<file path="config.mk">
export PLATFORM = sky130hd
export DESIGN_NAME = lmsm_sequencer_flat
export DESIGN_NICKNAME = d
export VERILOG_FILES = /design/src/rtl/risc15_pkg.sv /design/src/rtl/lmsm_sequencer_if.sv /design/src/rtl/lmsm_prio_enc.sv /design/src/rtl/lmsm_sequencer.sv /design/src/flat_wrapper.sv
export SDC_FILE = /design/constraint.sdc
export NUM_CORES = 1
export LEC_CHECK = 0
export ABC_AREA = 1
export CORE_UTILIZATION = 40
export CTS_CLUSTER_DIAMETER = 120
export DETAILED_ROUTE_END_ITERATION = 10
export GPL_TIMING_DRIVEN = 0
export PLACE_DENSITY = 0.65
export SYNTH_ARGS = -nofsm -noshare
export SYNTH_HDL_FRONTEND = slang
export SYNTH_SLANG_ARGS = --single-unit
</file>
<file path="constraint.sdc">
create_clock -name clk -period 1.74 [get_ports clk]
set_input_delay 0.348 -clock clk [delete_from_list [all_inputs] [get_ports clk]]
set_output_delay 0.348 -clock clk [all_outputs]
set_load 0.02 [all_outputs]
</file>
<file path="src/rtl/risc15_pkg.sv">
// Shared types and encodings for the multicycle RISC core's LM/SM sequencer.
// Holds the sequencer state enum and the op / direction field encodings.
package risc15_pkg;

    typedef enum logic [2:0] {
        IDLE,
        SCAN,
        REQ,
        WB,
        DONE
    } state_t;

    localparam logic OP_LM    = 1'b0;
    localparam logic OP_SM    = 1'b1;
    localparam logic DIR_ASC  = 1'b0;
    localparam logic DIR_DESC = 1'b1;

endpackage

</file>
<file path="src/rtl/lmsm_sequencer_if.sv">
// Memory req/ack port plus register-file read/write ports of the LM/SM sequencer.
// master = sequencer side, slave = memory / register-file side.
interface lmsm_sequencer_if #(
    parameter int DATA_W = 16,
    parameter int ADDR_W = 16,
    parameter int REG_AW = 3
);
    logic              mem_req;
    logic              mem_we;
    logic [ADDR_W-1:0] mem_addr;
    logic [DATA_W-1:0] mem_wdata;
    logic              mem_ack;
    logic [DATA_W-1:0] mem_rdata;

    logic [REG_AW-1:0] rf_radd;
    logic [DATA_W-1:0] rf_rdata;
    logic              rf_wen;
    logic [REG_AW-1:0] rf_wadd;
    logic [DATA_W-1:0] rf_wdata;

    modport master (
        output mem_req, mem_we, mem_addr, mem_wdata,
        input  mem_ack, mem_rdata,
        output rf_radd,
        input  rf_rdata,
        output rf_wen, rf_wadd, rf_wdata
    );

    modport slave (
        input  mem_req, mem_we, mem_addr, mem_wdata,
        output mem_ack, mem_rdata,
        input  rf_radd,
        output rf_rdata,
        input  rf_wen, rf_wadd, rf_wdata
    );
endinterface

</file>
<file path="src/rtl/lmsm_prio_enc.sv">
// Picks the lowest (ascending) or highest (descending) set bit of a register mask.
// Purely combinational; any=0 and index=0 when the mask is empty.
module lmsm_prio_enc
    import risc15_pkg::*;
#(
    parameter int NREG = 8,
    localparam int REG_AW = $clog2(NREG)
) (
    input  logic [NREG-1:0]   mask,
    input  logic              dir,
    output logic [REG_AW-1:0] index,
    output logic              any
);

    // Ascending keeps the first hit; descending keeps overwriting, ending on the highest.
    always_comb begin
        index = '0;
        any   = 1'b0;
        for (int i = 0; i < NREG; i++) begin
            if (mask[i] && (dir == DIR_DESC || !any)) begin
                index = REG_AW'(i);
                any   = 1'b1;
            end
        end
    end

endmodule

</file>
<file path="src/rtl/lmsm_sequencer.sv">
// Load/store-multiple engine: walks a register mask, one memory word per selected register.
// Latency start->done: SM 2+2n, LM 2+3n cycles, plus one per memory wait cycle.
// Backpressure: request held stable in REQ until mem_ack; start ignored while busy.
module lmsm_sequencer
    import risc15_pkg::*;
#(
    parameter int DATA_W    = 16,
    parameter int NREG      = 8,
    parameter int ADDR_W    = 16,
    parameter int ADDR_STEP = 1,
    localparam int REG_AW   = $clog2(NREG)
) (
    input  logic              clk,
    input  logic              proc_rst,
    input  logic              start,
    input  logic              op,
    input  logic              dir,
    input  logic [ADDR_W-1:0] base_addr,
    input  logic [NREG-1:0]   reg_mask,
    output logic              busy,
    output logic              done,
    output logic [ADDR_W-1:0] final_addr,
    lmsm_sequencer_if.master  bus
);

    localparam logic [ADDR_W-1:0] STEP = ADDR_W'(ADDR_STEP);

    state_t            state, state_nx;
    logic              op_q, op_nx;
    logic              dir_q, dir_nx;
    logic [NREG-1:0]   pend_q, pend_nx;
    logic [ADDR_W-1:0] addr_q, addr_nx;
    logic [ADDR_W-1:0] fin_q, fin_nx;
    logic [REG_AW-1:0] cur_q, cur_nx;
    logic [DATA_W-1:0] wdata_q, wdata_nx;
    logic [DATA_W-1:0] rdata_q, rdata_nx;

    logic [REG_AW-1:0] enc_idx;
    logic              enc_any;
    logic [NREG-1:0]   cur_bit;

    function automatic logic [ADDR_W-1:0] step_addr(input logic [ADDR_W-1:0] a, input logic d);
        return (d == DIR_DESC) ? a - STEP : a + STEP;
    endfunction

    lmsm_prio_enc #(.NREG(NREG)) u_prio_enc (
        .mask  (pend_q),
        .dir   (dir_q),
        .index (enc_idx),
        .any   (enc_any)
    );

    assign cur_bit = NREG'(1) << cur_q;

    always_ff @(posedge clk or negedge proc_rst) begin
        if (!proc_rst) begin
            state   <= IDLE;
            op_q    <= 1'b0;
            dir_q   <= 1'b0;
            pend_q  <= '0;
            addr_q  <= '0;
            fin_q   <= '0;
            cur_q   <= '0;
            wdata_q <= '0;
            rdata_q <= '0;
        end else begin
            state   <= state_nx;
            op_q    <= op_nx;
            dir_q   <= dir_nx;
            pend_q  <= pend_nx;
            addr_q  <= addr_nx;
            fin_q   <= fin_nx;
            cur_q   <= cur_nx;
            wdata_q <= wdata_nx;
            rdata_q <= rdata_nx;
        end
    end

    always_comb begin
        state_nx = state;
        op_nx    = op_q;
        dir_nx   = dir_q;
        pend_nx  = pend_q;
        addr_nx  = addr_q;
        fin_nx   = fin_q;
        cur_nx   = cur_q;
        wdata_nx = wdata_q;
        rdata_nx = rdata_q;
        unique case (state)
            IDLE: begin
                if (start) begin
                    op_nx    = op;
                    dir_nx   = dir;
                    pend_nx  = reg_mask;
                    // Descending is pre-decrement: the first access is already one step below base.
                    addr_nx  = (dir == DIR_DESC) ? base_addr - STEP : base_addr;
                    state_nx = SCAN;
                end
            end
            SCAN: begin
                if (!enc_any) begin
                    fin_nx   = (dir_q == DIR_DESC) ? addr_q + STEP : addr_q;
                    state_nx = DONE;
                end else begin
                    cur_nx   = enc_idx;
                    wdata_nx = (op_q == OP_SM) ? bus.rf_rdata : '0;
                    state_nx = REQ;
                end
            end
            REQ: begin
                if (bus.mem_ack) begin
                    if (op_q == OP_SM) begin
                        pend_nx  = pend_q & ~cur_bit;
                        addr_nx  = step_addr(addr_q, dir_q);
                        state_nx = SCAN;
                    end else begin
                        rdata_nx = bus.mem_rdata;
                        state_nx = WB;
                    end
                end
            end
            WB: begin
                pend_nx  = pend_q & ~cur_bit;
                addr_nx  = step_addr(addr_q, dir_q);
                state_nx = SCAN;
            end
            DONE: begin
                state_nx = IDLE;
            end
            default: begin
                state_nx = IDLE;
            end
        endcase
    end

    // Every output is decoded from state registers only, so nothing is combinational from inputs.
    assign busy          = (state != IDLE);
    assign done          = (state == DONE);
    assign final_addr    = fin_q;
    assign bus.mem_req   = (state == REQ);
    assign bus.mem_we    = (state == REQ) && (op_q == OP_SM);
    assign bus.mem_addr  = (state == REQ) ? addr_q  : '0;
    assign bus.mem_wdata = (state == REQ) ? wdata_q : '0;
    assign bus.rf_radd   = enc_idx;
    assign bus.rf_wen    = (state == WB);
    assign bus.rf_wadd   = (state == WB) ? cur_q   : '0;
    assign bus.rf_wdata  = (state == WB) ? rdata_q : '0;

endmodule

</file>
<file path="src/flat_wrapper.sv">
// flat-port wrapper written by rule: the top's interface ports become plain ports
module lmsm_sequencer_flat import risc15_pkg::*;
#(
    parameter int DATA_W    = 16,
    parameter int NREG      = 8,
    parameter int ADDR_W    = 16,
    parameter int ADDR_STEP = 1,
    localparam int REG_AW   = $clog2(NREG)
)
  (clk, proc_rst, start, op, dir, base_addr, reg_mask, busy, done, final_addr, bus_mem_req, bus_mem_we, bus_mem_addr, bus_mem_wdata, bus_mem_ack, bus_mem_rdata, bus_rf_radd, bus_rf_rdata, bus_rf_wen, bus_rf_wadd, bus_rf_wdata);
  lmsm_sequencer_if #(.DATA_W(DATA_W), .ADDR_W(ADDR_W), .REG_AW(3)) bus_i ();
  input  logic clk;
  input  logic proc_rst;
  input  logic start;
  input  logic op;
  input  logic dir;
  input  logic [ADDR_W-1:0] base_addr;
  input  logic [NREG-1:0] reg_mask;
  output logic busy;
  output logic done;
  output logic [ADDR_W-1:0] final_addr;
  output wire logic [$bits(bus_i.mem_req)-1:0] bus_mem_req;
  output wire logic [$bits(bus_i.mem_we)-1:0] bus_mem_we;
  output wire logic [$bits(bus_i.mem_addr)-1:0] bus_mem_addr;
  output wire logic [$bits(bus_i.mem_wdata)-1:0] bus_mem_wdata;
  input wire logic [$bits(bus_i.mem_ack)-1:0] bus_mem_ack;
  input wire logic [$bits(bus_i.mem_rdata)-1:0] bus_mem_rdata;
  output wire logic [$bits(bus_i.rf_radd)-1:0] bus_rf_radd;
  input wire logic [$bits(bus_i.rf_rdata)-1:0] bus_rf_rdata;
  output wire logic [$bits(bus_i.rf_wen)-1:0] bus_rf_wen;
  output wire logic [$bits(bus_i.rf_wadd)-1:0] bus_rf_wadd;
  output wire logic [$bits(bus_i.rf_wdata)-1:0] bus_rf_wdata;
  assign bus_mem_req = bus_i.mem_req;
  assign bus_mem_we = bus_i.mem_we;
  assign bus_mem_addr = bus_i.mem_addr;
  assign bus_mem_wdata = bus_i.mem_wdata;
  assign bus_i.mem_ack = bus_mem_ack;
  assign bus_i.mem_rdata = bus_mem_rdata;
  assign bus_rf_radd = bus_i.rf_radd;
  assign bus_i.rf_rdata = bus_rf_rdata;
  assign bus_rf_wen = bus_i.rf_wen;
  assign bus_rf_wadd = bus_i.rf_wadd;
  assign bus_rf_wdata = bus_i.rf_wdata;
  lmsm_sequencer #(.DATA_W(DATA_W), .NREG(NREG), .ADDR_W(ADDR_W), .ADDR_STEP(ADDR_STEP)) u_core (.clk(clk), .proc_rst(proc_rst), .start(start), .op(op), .dir(dir), .base_addr(base_addr), .reg_mask(reg_mask), .busy(busy), .done(done), .final_addr(final_addr), .bus(bus_i));
endmodule
</file>
### Yosys cells after proc, flatten, opt, wreduce, memory -nomap -nowiden

Index checks and enable logic that the tools add are counted.

| storage, ports and cells | value |
|---|---|
| flip-flop bits (word level) | 80 |
| output and inout bits | 75 |
| word-level logic and storage cells | 91 |

| cells by class | value |
|---|---|
| add/subtract/negate cells | 3 |
| equality and inequality tests | 7 |
| shift-type cells | 1 |
| muxes and demuxes | 36 |
| bitwise gates (word level) | 4 |
| reductions and logical operators | 31 |

Operator list:

| kind | count |
|---|---|
| 16-bit 2-to-1 mux | 10 |
| 16-bit one-hot mux with 3 select lines | 1 |
| 16-bit by 1-bit subtractor with 16-bit output, second input constant | 2 |
| 3-bit 2-to-1 mux | 8 |
| 8-bit 2-to-1 mux | 3 |
| 8-bit one-hot mux with 3 select lines | 1 |
| 16-bit by 1-bit adder with 16-bit output, second input constant | 1 |
| 3-bit one-hot mux with 4 select lines | 1 |
| 1-bit 2-to-1 mux | 9 |
| 8-bit AND | 1 |
| 1-bit logical AND | 8 |
| 8-bit NOT | 1 |
| 2-bit AND reduction | 4 |
| 1-bit by 3-bit left shift with 8-bit output, first input constant | 1 |
| 1-bit logical NOT | 7 |
| 1-bit logical OR | 7 |
| 3-bit by 2-bit equality test with 1-bit output, second input constant | 2 |
| 2-bit 2-to-1 mux | 3 |
| 3-bit nonzero test | 2 |
| 2-bit by 1-bit inequality test with 1-bit output, second input constant | 2 |
| 4-bit AND reduction | 1 |
| 3-bit by 1-bit equality test with 1-bit output, second input constant | 1 |
| 3-bit equality test, second input constant | 1 |
| 3-bit logical NOT | 1 |
| other kinds (3) | 4 |

### Longest topological paths before layout

Gate-level depths: netlist of the first run.

| depth | value |
|---|---|
| depth in word-level cells | 31 |
| mapped depth | 13 |
| mapped depth without buffers | 13 |

### By module

Synthesis of the first run repeated with hierarchy kept, for this count alone.

| unflattened totals | value |
|---|---|
| cell total of the unflattened synthesis | 769 |
| area total of the unflattened synthesis | 5231.3 um^2 |

By module, submodules not included:

| module | instances | cells each | area an instance (um^2) | sequential area each (um^2) |
|---|---|---|---|---|
| lmsm_sequencer | 1 | 729 | 5007.3 | 2001.9 |
| lmsm_prio_enc | 1 | 40 | 224.0 | 0.0 |

### Least setup slack after synthesis of the first run

No wires, ideal clock.

| timing path | value |
|---|---|
| path type | register to output |
| start point | reg u_core.state[2] |
| end point | out bus_rf_wadd[0] |
| arrival | 1689 ps |
| slack | -297 ps |
| stages on the path, launching flop included | 8 |
| cells stage by stage | dfrtp_1 > inv_1 > nand2_2 > buf_2 > nor2_1 > inv_2 > buf_2 > nor2_1 |

| on the way | value |
|---|---|
| longest elaborated chain between the ends | 2 |

RTL lines:

| element | line | source |
|---|---|---|
| start, declared | lmsm_sequencer.sv:28 | `state_t state, state_nx;` |
| start signal, assigned | lmsm_sequencer.sv:67 | `state <= state_nx;` |
| 3-bit by 2-bit equality test with 1-bit output | -- |  |
| net bus_rf_wen | flat_wrapper.sv:30 | `output wire logic [$bits(bus_i.rf_wen)-1:0] bus_rf_wen;` |
| 3-bit 2-to-1 mux | lmsm_sequencer.sv:146 | `assign bus.rf_wadd = (state == WB) ? cur_q : '0;` |
| end, declared | flat_wrapper.sv:31 | `output wire logic [$bits(bus_i.rf_wadd)-1:0] bus_rf_wadd;` |

The timed path passes the listed nets, and every way through them passes these cells.

### Worst setup path after layout of the first run

| timing path | value |
|---|---|
| start point | reg u_core.state[2] |
| end point | out bus_rf_wdata[7] |

| on the way | value |
|---|---|
| longest elaborated chain between the ends | 2 |

RTL lines:

| element | line | source |
|---|---|---|
| 3-bit by 2-bit equality test with 1-bit output | lmsm_sequencer.sv:147 | `assign bus.rf_wdata = (state == WB) ? rdata_q : '0;` |
| 16-bit 2-to-1 mux | lmsm_sequencer.sv:147 |  |
| end, declared | flat_wrapper.sv:32 | `output wire logic [$bits(bus_i.rf_wdata)-1:0] bus_rf_wdata;` |

No other way between the ends.

==> results of run 1 <==
-- stage by stage --
stage	total power, mW	setup slack (ps)	hold WS (ps)	std cells	TNS, ps
6_report	17.28	-386.3	309.1	1189	-24720
5_1_grt	18.19	-443.1	334.9	1189	-32650
3_3_place_gp	10.97	-2708	465.3	1126	-248370
3_5_place_dp	11.04	-667.9	259.3	1127	-33100
2_1_floorplan	8.197	-14.38	52.41	819	-143.8
4_1_cts	14.52	-321.6	289.4	1164	-14160
-- cell usage after synthesis, types with 4 or more instances --
cell and instances:
sky130_fd_sc_hd__o21ai_0 55, sky130_fd_sc_hd__nor2_4 4, sky130_fd_sc_hd__nor3_1 6, sky130_fd_sc_hd__o21ai_1 6
sky130_fd_sc_hd__ha_1 5, sky130_fd_sc_hd__nand4_1 10, sky130_fd_sc_hd__nand2_2 4, sky130_fd_sc_hd__nand2_1 232
sky130_fd_sc_hd__dfrtp_1 80, sky130_fd_sc_hd__buf_6 5, sky130_fd_sc_hd__inv_1 96, sky130_fd_sc_hd__buf_2 14
sky130_fd_sc_hd__clkbuf_1 15, sky130_fd_sc_hd__xor2_1 13, sky130_fd_sc_hd__nor2_1 144, sky130_fd_sc_hd__a21oi_1 43
sky130_fd_sc_hd__nand3_1 56
-- power by group through the flow --
stage / registers [mW] / logic, mW / clock network (mW)
floorplan: 3.36 / 4.83 / 0
global placement: 3.29 / 7.68 / 0
detailed placement: 3.30 / 7.74 / 0
CTS: 3.35 / 8.95 / 2.21
global route: 3.54 / 12.4 / 2.27
finish: 3.45 / 11.6 / 2.18
-- area by class of cell --
class / instances / area (um^2)
Buffer: 36 / 376.6
Clock buffer: 10 / 239.0
Clock inverter: 6 / 97.59
Fill cell: 1049 / 3865
Inverter: 99 / 389.1
Multi-Input combinational cell: 603 / 3591
Sequential cell: 80 / 2007
Tap cell: 172 / 215.2
Timing Repair Buffer: 182 / 2033
Timing Repair inverter: 1 / 11.26
-- state kept, by name, indices dropped and copies added, names as in the netlist --
name / cells
u_core.dir_q: 1
u_core.pend_q: 8
u_core.cur_q: 3
u_core.rdata_q: 16
u_core.addr_q: 16
u_core.op_q: 1
u_core.wdata_q: 16
u_core.state: 3
u_core.final_addr: 16
-- critical path, cell delays in order, from the launching register on --
cell and delay, ps:
sky130_fd_sc_hd__dfrtp_1 440, sky130_fd_sc_hd__inv_2 100, sky130_fd_sc_hd__nand2_4 70, sky130_fd_sc_hd__buf_8 130, sky130_fd_sc_hd__nor2_4 140, sky130_fd_sc_hd__clkinv_4 140, sky130_fd_sc_hd__clkbuf_16 200, sky130_fd_sc_hd__nor2_4 90
sky130_fd_sc_hd__buf_6 120
-- logic make-up after synthesis --
logic type,synth area share [%]
compound gates,11.54
simple gates,36.56
xor+xnor,2.303
flops,37.59
buf+inv,10.83
fa+ha+maj,1.175
-- path summary, 6_finish.rpt --
kind / end / from
setup / recovery: bus_rf_wdata[7] / u_core.state[2]
hold / removal: u_core.dir_q / dir
hold reg to reg: u_core.final_addr[9] / u_core.final_addr[9]
setup reg to reg: u_core.addr_q[0] / u_core.state[2]
min in group asynchronous: u_core.addr_q[10] / proc_rst
max in group asynchronous: u_core.addr_q[0] / proc_rst
-- metal layers --
metal | routed length [um] | share of wire [%]
met1 | 8242 | 44
met2 | 8901 | 47
met3 | 1317 | 7.0
met4 | 430 | 2.3
met5 | 0 | 0
-- repair_timing --
| item | 4_1_cts | 5_1_grt |
|---|---|---|
| gates resized for setup | 453 | 233 |
| setup endpoints to repair | 109 | 127 |
| cloned | 3 | 10 |
| endpoints found under the hold margin | 20 | 0 |
| setup buffers | 18 | 15 |
| pin swaps | 15 | 34 |
| hold buffers | 1 | 0 |
==> flow_metrics.tcl, run 1 <==
set metrics [dict create \
    status "finished with violations" \
    violations "setup timing" \
    clock_tree_from_tritoncts "yes" \
    die_w_um 117.4 \
    final_nets 1079 \
    effective_utilization_at_floorplan_pct 41.52 \
    groute.usage.overall_pct 24.82 \
    synth_cell_type_count 35 \
    worst_slack_ps -386.3 \
    drt.antenna.violating_nets 0 \
    commonest_register_cell_after_synthesis "sky130_fd_sc_hd__dfrtp_1" \
    synthTopCellsByArea "sky130_fd_sc_hd__dfrtp_1, sky130_fd_sc_hd__nand2_1, sky130_fd_sc_hd__nor2_1" \
    net_count_of_the_mapped_netlist 886 \
    share_comb_of_total_power_pct 67.4 \
    clock_sinks 80 \
    rows 41 \
    critical_path_peak_fanout 7 \
    clk_root_buffer_cell "sky130_fd_sc_hd__clkbuf_16" \
    cp_data_required_time_ps 1390 \
    r2r.worst_path.cells 12 \
    synth_seq_area_share_pct 37.59 \
    antenna_found_initial 0 \
    grtUsageMet1_pct 36.57 \
    stdcell_area_um2 8960 \
    power.net_switching_mw 8.342 \
    part_of_the_cycle_the_worst_path_needs_pct 122.2 \
    post_layout_utilization_of_the_core_pct 69.86 \
    slew_viol_final 0 \
    cell_internal_pwr_mw 8.934 \
    io_pins 137 \
    final_hold_viol_count 0 \
    grt_overflow_total 0 \
    place.detailed.hpwl_um 12100 \
    dr_total_vias 6138 \
    ys_seq_elements 80 \
    timing.critical_path.arrival_ps 1780 \
    layout_commonest_cell "sky130_fd_sc_hd__nand2_1" \
    period_minus_slack_ps 2126 \
    regToRegSetupSlack_ps -220 \
    post_synth_top_area_cell "sky130_fd_sc_hd__dfrtp_1" \
    timing.slew.headroom_pct 61.11 \
    highest_count_cells_in_the_layout_ignoring_fill_and_taps "sky130_fd_sc_hd__nand2_1, sky130_fd_sc_hd__inv_1, sky130_fd_sc_hd__buf_6, sky130_fd_sc_hd__dfrtp_1, sky130_fd_sc_hd__nor2_1" \
    power-per-cell-area_nw_per_um2 1928 \
    p_leak_nw 4.129 \
    grtUsageMet3_pct 2.870 \
    dr.first_iter.drc_count 524 \
    post_synth.cell_area_avg_um2 6.502 \
    setup_viol 134 \
    seqPwrFrac_pct 20.0 \
    vdd_drop_max_uv 792.0 \
    ys.warnings.count 0 \
    synth_enable_flop_cells 0 \
    gp_congestion 0.9175 \
    count_of_input_and_output_buffers 135 \
    share_clk_of_total_power_pct 12.6 \
    synth_area_um2 5325 \
    critical_path.startpoint_type "flip-flop" \
    grt_pass1_vias 5352 \
    antenna_cells 0 \
    die-area_um2 13780 \
    finClkSkew_ps 12.71 \
    grtUsageMet2_pct 37.39 \
    fp.dieH_um 117.4 \
    rsz_0062_raised_after_global_routing "true" \
    vias_per_cell 5.162 \
    clock_transition_at_path_regs_ps 70 \
    synth_top_area_share_pct 37.59 \
    htree_num_levels 3 \
    synthArstFlopShare_pct 100.0 \
    placed_area_um2 6949 \
    final_layout_size_suffix_gt1_share_pct 31.76 \
    drt-total-wl_um 18890 \
    syn2layout_area_growth_pct 68.26 \
    postSynthCellCount 819 \
    holdCritPathClass "input pin to flip-flop" \
    grt_max_degree 61 \
    drcViolationCount 0 \
    worstSkewPairLatency_ps 360 \
    timing.hold.worst_path_depth 3 \
    tritoncts.num_buffers 9 \
    crit_type "flip-flop to output port" \
    routed_wire_length_per_instance_um 15.89 \
    power.share.switching_pct 48.29 \
    drtPass1Iterations 5 \
    maximum_capacitance_violations 0 \
    design.core.area_um2 12820 \
    max_freq_mhz 470.3 \
    globalRoute.busiestLayer "met2" \
    grt_pass1_wl_um 27190 \
    ctsLongestPathBuffers 2 \
    critPathCaptureType "output port" \
    transition_time_at_the_pin_with_the_least_slew_margin_ps 583.4 \
]
(Power assumes the default switching activity.)
==> run 2, diff against run 1 <==
--- a/config.mk
+++ b/config.mk
@@ -11,6 +11,7 @@
 export DETAILED_ROUTE_END_ITERATION = 10
 export GPL_TIMING_DRIVEN = 0
 export PLACE_DENSITY = 0.65
+export SKIP_CTS_REPAIR_TIMING = 1
 export SYNTH_ARGS = -nofsm -noshare
 export SYNTH_HDL_FRONTEND = slang
 export SYNTH_SLANG_ARGS = --single-unit
==> constraint.sdc (replaced) <==
create_clock -name clk -period 1.74 [get_ports clk]
set_input_delay 0.261 -clock clk [delete_from_list [all_inputs] [get_ports clk]]
set_output_delay 0.261 -clock clk [all_outputs]
set_load 0.02 [all_outputs]
==> flow_metrics.tcl, run 2 (same netlist as run 1, synthesis figures left out) <==
set metrics [dict create \
    worstSkewPairLatency_ps 350 \
    cp_slowest_stage_delay_ps 430 \
    syn2layout_area_growth_pct 53.81 \
    rows 41 \
    holdCritPathClass "input pin to flip-flop" \
    count_of_input_and_output_buffers 135 \
    slew_viol_final 0 \
    final_cells 1170 \
    grt_pass1_vias 5197 \
    finClkSkew_ps 9.837 \
    dr.first_iter.drc_count 323 \
    routed_wire_length_per_instance_um 15.05 \
    grt_max_degree 54 \
    part_of_the_cycle_the_worst_path_needs_pct 119.9 \
    clk_root_buffer_cell "sky130_fd_sc_hd__clkbuf_16" \
    timing.slew.headroom_pct 60.14 \
    effective_utilization_at_floorplan_pct 41.52 \
    htree_num_levels 3 \
    final_layout_size_suffix_gt1_share_pct 24.85 \
    vdd_drop_max_uv 793.7 \
    worst_path_max_delay_cell "sky130_fd_sc_hd__dfrtp_1" \
    tns_setup_ps -15730 \
    grt_overflow_total 0 \
    timing.hold.ws_ps 233.5 \
    dr_total_vias 5811 \
    p_leak_nw 3.839 \
    fp.dieH_um 117.4 \
    highest_count_cells_in_the_layout_ignoring_fill_and_taps "sky130_fd_sc_hd__nand2_1, sky130_fd_sc_hd__inv_1, sky130_fd_sc_hd__nor2_1, sky130_fd_sc_hd__dfrtp_1, sky130_fd_sc_hd__clkdlybuf4s50_1" \
    clock_transition_at_path_regs_ps 60 \
    total_power_mw 15.36 \
    ctsLongestPathBuffers 2 \
    crit_top_cell "sky130_fd_sc_hd__nand2_2" \
    critPathCaptureType "output port" \
    rsz_0062_raised_after_global_routing "true" \
    place.detailed.hpwl_um 12550 \
    worstPathCellList "inv_2 -> nand2_2 -> nand2_4 -> nand4_4 -> nor3_4 -> o22ai_2 -> nand2_2 -> buf_6" \
    max_freq_mhz 479.3 \
    tritoncts.num_buffers 9 \
    n_fill_cell 1193 \
    placed_area_um2 6919 \
    layout_commonest_cell "sky130_fd_sc_hd__nand2_1" \
    die_w_um 117.4 \
    clock_tree_from_tritoncts "yes" \
    final_nets 1060 \
    grt_pass1_wl_um 26190 \
    violations "setup timing" \
    antenna_found_initial 0 \
    stdcell_area_um2 8190 \
    vias_per_cell 4.967 \
    clock_sinks 80 \
    drtPass1Iterations 5 \
    timing.critical_path.arrival_ps 1830 \
    status "finished with violations" \
    drcViolationCount 0 \
    power-per-cell-area_nw_per_um2 1876 \
    cp_data_required_time_ps 1480 \
    die-area_um2 13780 \
    critical_path_peak_fanout 6 \
    post_layout_utilization_of_the_core_pct 63.86 \
    groute.usage.overall_pct 23.95 \
    period_minus_slack_ps 2087 \
    worst_slack_ps -346.6 \
    gp_congestion 0.9291 \
    io_pins 137 \
    dp_cells 1127 \
    design.core.area_um2 12820 \
    final_hold_viol_count 0 \
    drt.antenna.violating_nets 0 \
    preCtsSetupSlack_ps -538.9 \
    antenna_cells 0 \
    setup_viol 101 \
    maximum_capacitance_violations 0 \
    critical_path.startpoint_type "flip-flop" \
    drt-total-wl_um 17610 \
    transition_time_at_the_pin_with_the_least_slew_margin_ps 597.9 \
    crit_type "flip-flop to output port" \
]
==> run 2: cell types whose count changed in the layout (fill, tap and decap cells not counted), sizes merged <==
cell	change
buf	-14
clkbuf	-6
clkdlybuf4s50	+2
inv	-2
clkinvlp	+1
==> run 2: path summary, 6_finish.rpt <==
check / end / slack, ps / depth (start not counted) / from
max: bus_rf_radd[2] / -350 / 8 / u_core.dir_q
min: u_core.dir_q / 230 / 3 / dir
max reg2reg: u_core.final_addr[8] / -160 / 11 / u_core.dir_q
min reg2reg: u_core.final_addr[13] / 480 / 2 / u_core.final_addr[13]
max in group asynchronous: u_core.addr_q[0] / 760 / 3 / proc_rst
min in group asynchronous: u_core.wdata_q[12] / 390 / 2 / proc_rst
==> run 2: where the power goes <==
group / internal, mW / leakage (nW) / switching, mW / total, mW
combinational: 3.98 / 2.71 / 5.99 / 9.97
sequential: 2.72 / 0.981 / 0.616 / 3.34
clock: 1.26 / 0.150 / 0.793 / 2.05
total: 7.96 / 3.84 / 7.40 / 15.4
==> run 2: area by class of cell <==
type	count	area [um^2]	area share [%]
flip-flops and latches	80	2006	24.49
well taps	172	215.2	2.628
clock inverters	5	81.33	0.9930
repair inverters	1	11.26	0.1375
multi-input cells	603	3278	40.02
clock buffers	11	232.7	2.841
inverters	99	397.9	4.858
plain buffers	36	309.0	3.773
repair buffers	163	1659	20.26
==> run 2: routing by layer <==
metal | wire [um] | global-route usage [%] | part of all wire, % | vias up
li1 | - | - | - | 2926
met1 | 7856 | 33.36 | 45 | 2666
met2 | 8277 | 37.13 | 47 | 200
met3 | 1255 | 5.107 | 7.1 | 19
met4 | 216 | 7.062 | 1.2 | 0
met5 | 0 | 0 | 0 | -
==> run 2: critical path, delay by kind of cell (launching register included) <==
family | cells | cell delay, ps
buf+inv | 2 | 250
flops | 1 | 430
compound gates | 1 | 120
simple gates | 5 | 680
